**src/rtl/dsp_audio_pkg.sv**
```systemverilog
// Shared audio constants and types used by the S-DSP core and its output blocks.
package dsp_audio_pkg;

  localparam int unsigned CLOCKS_PER_SAMPLE = 64;
  localparam int unsigned DSP_SAMPLE_WIDTH  = 16;

  localparam int unsigned I2S_SLOT_BITS     = 16;
  localparam int unsigned I2S_BCLK_HALF_DIV = 1;
  localparam int unsigned I2S_FRAME_BITS    = 2 * I2S_SLOT_BITS;

  typedef logic signed [DSP_SAMPLE_WIDTH-1:0] sample_t;

  // Word-select polarity on the wire.
  typedef enum logic {
    ChanLeft  = 1'b0,
    ChanRight = 1'b1
  } i2s_chan_e;

endpackage

```
**src/rtl/dsp_i2s_bclk_gen.sv**
```systemverilog
// Bit-clock generator: divides the system clock into BCLK and flags the clock on which
// BCLK falls, so the parent can advance its serialiser in lock-step with the pin.
module dsp_i2s_bclk_gen #(
  parameter int unsigned BCLK_HALF_DIV = 1
) (
  input  logic clock,
  input  logic reset,
  output logic bclk_o,
  output logic fall_o
);

  localparam int unsigned DivW = (BCLK_HALF_DIV > 1) ? $clog2(BCLK_HALF_DIV) : 1;
  localparam logic [DivW-1:0] DivLast = DivW'(BCLK_HALF_DIV - 1);

  logic [DivW-1:0] div_q, div_d;
  logic            bclk_q, bclk_d;
  logic            term;

  always_comb begin
    term   = (div_q == DivLast);
    div_d  = term ? '0 : div_q + 1'b1;
    bclk_d = term ? ~bclk_q : bclk_q;
  end

  // Asserted on the clock whose edge takes the registered BCLK from 1 to 0.
  assign fall_o = term & bclk_q;
  assign bclk_o = bclk_q;

  always_ff @(posedge clock) begin
    if (reset) begin
      div_q  <= '0;
      bclk_q <= 1'b0;
    end else begin
      div_q  <= div_d;
      bclk_q <= bclk_d;
    end
  end

endmodule

```
**src/rtl/dsp_i2s_tx.sv**
```systemverilog
// I2S transmitter for the S-DSP mixer output: double-buffers one L/R sample per frame and
// serialises it MSB first with the standard one-bit word-select delay.
module dsp_i2s_tx
  import dsp_audio_pkg::*;
#(
  parameter int unsigned SAMPLE_WIDTH  = DSP_SAMPLE_WIDTH,
  parameter int unsigned SLOT_BITS     = I2S_SLOT_BITS,
  parameter int unsigned BCLK_HALF_DIV = I2S_BCLK_HALF_DIV
) (
  input  logic                    clock,
  input  logic                    reset,
  input  logic [SAMPLE_WIDTH-1:0] sample_l,
  input  logic [SAMPLE_WIDTH-1:0] sample_r,
  input  logic                    sample_valid,
  output logic                    i2s_bclk,
  output logic                    i2s_lrclk,
  output logic                    i2s_sdata,
  output logic                    frame_start,
  output logic                    underrun,
  output logic                    overrun,
  output logic [7:0]              underrun_count
);

  localparam int unsigned FrameBits = 2 * SLOT_BITS;
  localparam int unsigned IdxW      = $clog2(FrameBits);
  localparam int unsigned PadBits   = SLOT_BITS - SAMPLE_WIDTH;
  localparam logic [IdxW-1:0] IdxLast = IdxW'(FrameBits - 1);
  localparam logic [IdxW-1:0] IdxSlot = IdxW'(SLOT_BITS);

  // Left-justify a sample in its slot; unused LSBs go out as zeros.
  function automatic logic [SLOT_BITS-1:0] pad_slot(input logic [SAMPLE_WIDTH-1:0] s);
    logic [SLOT_BITS-1:0] w;
    w = SLOT_BITS'(s);
    return w << PadBits;
  endfunction

  logic bclk;
  logic fall;

  dsp_i2s_bclk_gen #(
    .BCLK_HALF_DIV(BCLK_HALF_DIV)
  ) u_bclk_gen (
    .clock (clock),
    .reset (reset),
    .bclk_o(bclk),
    .fall_o(fall)
  );

  logic [IdxW-1:0]      b_q, b_d;
  logic [FrameBits-1:0] hold_q, hold_d;
  logic [FrameBits-1:0] shift_q, shift_d;
  logic [FrameBits-1:0] last_q, last_d;
  logic [FrameBits-1:0] in_frame, load_frame;
  logic                 pend_q, pend_d;
  logic                 sdata_q, sdata_d;
  logic                 fs_q, fs_d;
  logic                 ur_q, ur_d;
  logic                 or_q, or_d;
  logic [7:0]           ucnt_q, ucnt_d;
  i2s_chan_e            lrclk_q, lrclk_d;
  logic                 load;

  assign in_frame = {pad_slot(sample_l), pad_slot(sample_r)};
  // The shifter reloads on the falling event that moves the bit index from 0 to 1.
  assign load     = fall && (b_q == '0);

  always_comb begin
    b_d        = b_q;
    hold_d     = hold_q;
    shift_d    = shift_q;
    last_d     = last_q;
    pend_d     = pend_q;
    sdata_d    = sdata_q;
    lrclk_d    = lrclk_q;
    ucnt_d     = ucnt_q;
    fs_d       = 1'b0;
    ur_d       = 1'b0;
    or_d       = 1'b0;
    load_frame = last_q;

    if (sample_valid) begin
      hold_d = in_frame;
      pend_d = 1'b1;
      or_d   = pend_q && !load;
    end

    if (fall) begin
      b_d     = (b_q == IdxLast) ? '0 : b_q + 1'b1;
      lrclk_d = (b_d < IdxSlot) ? ChanLeft : ChanRight;
      fs_d    = (b_d == '0);

      if (load) begin
        if (sample_valid) begin
          load_frame = in_frame;
        end else if (pend_q) begin
          load_frame = hold_q;
        end else begin
          // Nothing new arrived: replay the previous frame so the DAC sees a hold, not silence.
          ur_d = 1'b1;
          if (ucnt_q != 8'hFF) begin
            ucnt_d = ucnt_q + 8'd1;
          end
        end
        pend_d  = 1'b0;
        last_d  = load_frame;
        sdata_d = load_frame[FrameBits-1];
        shift_d = {load_frame[FrameBits-2:0], 1'b0};
      end else begin
        sdata_d = shift_q[FrameBits-1];
        shift_d = {shift_q[FrameBits-2:0], 1'b0};
      end
    end
  end

  always_ff @(posedge clock) begin
    if (reset) begin
      b_q     <= IdxLast;
      hold_q  <= '0;
      shift_q <= '0;
      last_q  <= '0;
      pend_q  <= 1'b0;
      sdata_q <= 1'b0;
      lrclk_q <= ChanRight;
      ucnt_q  <= 8'd0;
      fs_q    <= 1'b0;
      ur_q    <= 1'b0;
      or_q    <= 1'b0;
    end else begin
      b_q     <= b_d;
      hold_q  <= hold_d;
      shift_q <= shift_d;
      last_q  <= last_d;
      pend_q  <= pend_d;
      sdata_q <= sdata_d;
      lrclk_q <= lrclk_d;
      ucnt_q  <= ucnt_d;
      fs_q    <= fs_d;
      ur_q    <= ur_d;
      or_q    <= or_d;
    end
  end

  assign i2s_bclk       = bclk;
  assign i2s_lrclk      = lrclk_q;
  assign i2s_sdata      = sdata_q;
  assign frame_start    = fs_q;
  assign underrun       = ur_q;
  assign overrun        = or_q;
  assign underrun_count = ucnt_q;

endmodule
```
**config.mk**
```make
export PLATFORM = sky130hd
export DESIGN_NAME = dsp_i2s_tx
export DESIGN_NICKNAME = d
export VERILOG_FILES = /design/src/rtl/dsp_audio_pkg.sv /design/src/rtl/dsp_i2s_bclk_gen.sv /design/src/rtl/dsp_i2s_tx.sv
export SDC_FILE = /design/constraint.sdc
export NUM_CORES = 1
export LEC_CHECK = 0
export ABC_AREA = 1
export CAP_MARGIN = 20
export CORE_ASPECT_RATIO = 0.5
export CORE_MARGIN = 4
export CORE_UTILIZATION = 57
export DETAILED_ROUTE_END_ITERATION = 7
export HOLD_SLACK_MARGIN = 0.08
export PLACE_DENSITY_LB_ADDON = 0.08
export SYNTH_ARGS = -nofsm -noshare
export SYNTH_HDL_FRONTEND = slang
export SYNTH_SLANG_ARGS = --single-unit
```
**constraint.sdc**
```tcl
create_clock -name clock -period 2 [get_ports clock]
set_input_delay 0.6 -clock clock [delete_from_list [all_inputs] [get_ports clock]]
set_output_delay 0.6 -clock clock [all_outputs]
set_load 0.005 [all_outputs]
```
==> reports/results.txt <==
Combinational share of power: 0.086
Status: finished clean
Clock slew at reported path FFs: 0.05 ns
Clk sinks: 115
Dpl ws: 0.237 ns
TritonRoute pass-1 iters: 4
Final hold violation count: 0
Share of cells above drive strength 1: 0.111
PortBufs: 48
Antenna viol nets, final: 0
Critical path buffer and inverter count: 1
Hold worst-path end: last_q[13]
N_diodes: 0
Cell chain of the critical path: clkdlybuf4s50_1
Wirelength, routed: 11500 um
Post-Syn Nets: 724
Post-DP HPWL: 7130 um
Clock period minus worst slack: 1.95 ns
Reg2Reg Depth: 9
Mean routed wirelength per cell: 13.6 um
Share of the yosys chip area belonging to registers: 0.455
Finished Layout Cells: 850
GRT overflow: 0
Critical path arrival: 1.35 ns
Io pins: 49
Library cells used by synthesis: 36
Fin. max-slew vios: 0
WS Path Type: register to output port
R2r endpoint: last_q[6]
Slowest CP cell: clkdlybuf4s50_1
Area growth, synth to finish: 21.5%
Pwr/cell area: 923 mW/mm^2
Min-delay worst type: register to register
Die H: 74.6 um
Total negative slack: 0 ns
Worst Setup Start Kind: register
CTS tree: yes
Worst r2r src: b_q[0]
FF-to-FF setup slack: 0.19 ns
Switching Share: 0.231
Pin count of the biggest net entering global routing: 60
Clk Latency, worst-skew pair: 0.40 ns
Fin nets: 766
First-pass GRT wire length: 19200 um
Vias in the first global route: 4141
FP Rows: 23
Sequential Power Share: 0.428
MaxCap Viol Count: 0
All-Layer GR Usage: 0.228
Critical path's top delay family: buffers and inverters
Mapped Area: 0.00505 mm^2
P_int: 4360 uW
Tot Pwr: 5670 uW
Hold path start: last_q[13]
Final setup viols: 0
Starting Density: 0.608
Crit-path max FO: 6
Avg Cell Area, Syn: 7.38 um^2
Worst-case clock skew: 0.00339 ns
CTS root buffer: clkbuf_16
YS warnings: 0
Total core area: 0.00832 mm^2
Most frequent cells in the layout: 151 x nand2_1, 111 x dfxtp_1, 86 x a21oi_1
Max incr delay on CP: 0.53 ns
Gpl congestion: 0.847
Initial DRC count: 319
CP Capture Type: output port
Initial antenna violation count: 0
Clk buf depth: 2
Peak Freq: 0.512 GHz
Net Switching: 1310 uW
Worst Slack Setup Final: 0.0472 ns
Maximum vdd ir drop: 712 uV
Dpl cells: 820
RSZ-0062 raised after global routing: false
Required time of the critical path: 1.40 ns
Period utilization: 0.976
Post-Syn Instances: 685
Die area: 0.0105 mm^2
Clock buffer count from CTS: 17
Synth Register Bits: 115
Residual DRC: 0
Leakage: 0.00262 uW
Htree depth: 4
Die Wd: 141 um
Final core occ: 0.738
Vias/cell: 5.35
Commonest non-fill, non-tap cell in the layout: nand2_1
Clock power share: 0.485
Vias: 4550
Hold Path Depth: 2
## flip-flops by register name (all words and copies together), names as in the netlist, 5 cells and up
register        cells
hold_q             32
last_q             32
shift_q            31
underrun_count      8
b_q                 5
## power by group through the flow
stage / clock network [uW] / logic [uW] / registers, uW
6_report: 2750 / 489 / 2430
5_1_grt: 2900 / 543 / 2430
4_1_cts: 2770 / 488 / 2430
3_5_place_dp: 0 / 477 / 2470
3_3_place_gp: 0 / 467 / 2470
2_1_floorplan: 0 / 324 / 2460
## how the worst max path moves through the flow
stage                      start                end  cells past startpoint
2_1_floorplan              reset         last_q[22]                      7
3_3_place_gp        sample_valid  underrun_count[7]                      8
3_5_place_dp              b_q[0]          last_q[6]                      9
4_1_cts                   b_q[4]          i2s_lrclk                      1
5_1_grt        underrun_count[0]  underrun_count[0]                      1
6_report       underrun_count[0]  underrun_count[0]                      1
## synth_stat cells
| library cell | instances | area share |
|---|---|---|
| dfxtp_1 | 115 | 0.46 |
| nand2_4 | 10 | 0.022 |
| a21oi_2 | 10 | 0.017 |
| buf_2 | 15 | 0.015 |
| a22oi_1 | 2 | 0.0030 |
| o22ai_1 | 26 | 0.032 |
| conb_1 | 1 | 0.00074 |
| or2_2 | 1 | 0.0012 |
| nand3_1 | 8 | 0.0079 |
| buf_12 | 1 | 0.0040 |
| o21ai_0 | 42 | 0.042 |
| inv_1 | 71 | 0.053 |
| nand3b_1 | 1 | 0.0015 |
| nor2_8 | 1 | 0.0040 |
| a21oi_1 | 86 | 0.085 |
| a21boi_0 | 4 | 0.0059 |
| inv_2 | 2 | 0.0015 |
| clkinv_1 | 1 | 0.00074 |
| nor3_1 | 1 | 0.00099 |
| nor2_2 | 2 | 0.0025 |
| nand2_1 | 151 | 0.11 |
| buf_6 | 1 | 0.0022 |
| o21ai_1 | 11 | 0.011 |
| nor2_4 | 3 | 0.0067 |
| clkbuf_1 | 17 | 0.013 |
| buf_4 | 1 | 0.0015 |
| buf_1 | 3 | 0.0022 |
| nand3_2 | 1 | 0.0020 |
| o21ai_2 | 3 | 0.0052 |
| nand2_2 | 2 | 0.0025 |
| nand4_1 | 3 | 0.0037 |
| nor2_1 | 74 | 0.055 |
| ha_1 | 4 | 0.0099 |
| o211ai_1 | 9 | 0.013 |
| inv_4 | 1 | 0.0012 |
| nand3_4 | 1 | 0.0035 |
## logic make-up (layout without fill, tap and decap cells)
family | count (synthesis) | after routing | synth area share
flip-flops | 115 | 115 | 0.455
adder cells (fa/ha/maj) | 4 | 4 | 0.00990
buffers and inverters | 113 | 166 | 0.0936
AO/OA/AOI/OAI | 193 | 193 | 0.215
AND/OR/NAND/NOR | 259 | 259 | 0.226
other | 1 | 1 | 0.000742
## layout make-up
class | instances | area, um^2
inverters | 75 | 284
well taps | 112 | 140
multi-input cells | 457 | 2280
flip-flops and latches | 115 | 2310
clock inverters | 6 | 55.1
fillers | 633 | 2180
repair buffers | 61 | 593
clock buffers | 24 | 482
## through the flow
step / area, um^2 / hold WS (ns)
3_5_place_dp: 5600 / 0.445
6_report: 6140 / 0.459
2_1_floorplan: 5050 / 0.421
5_1_grt: 6140 / 0.476
4_1_cts: 6140 / 0.459
3_3_place_gp: 5600 / 0.440
## per-layer routing
layer / global-route usage / routed length (um) / vias up
met1: 0.285 / 5250 / 2072
met4: 0.102 / 257 / 0
li1: - / - / 2315
met3: 0.0559 / 648 / 27
met2: 0.383 / 5400 / 136
met5: 0 / 0 / -
## repair_timing
action,in CTS,in global routing
gates resized for setup,0,4
endpoints found under the setup margin,0,4
buffers inserted,0,0
hold buffers,0,0
Note: power is estimated with default switching activity, not from simulation.
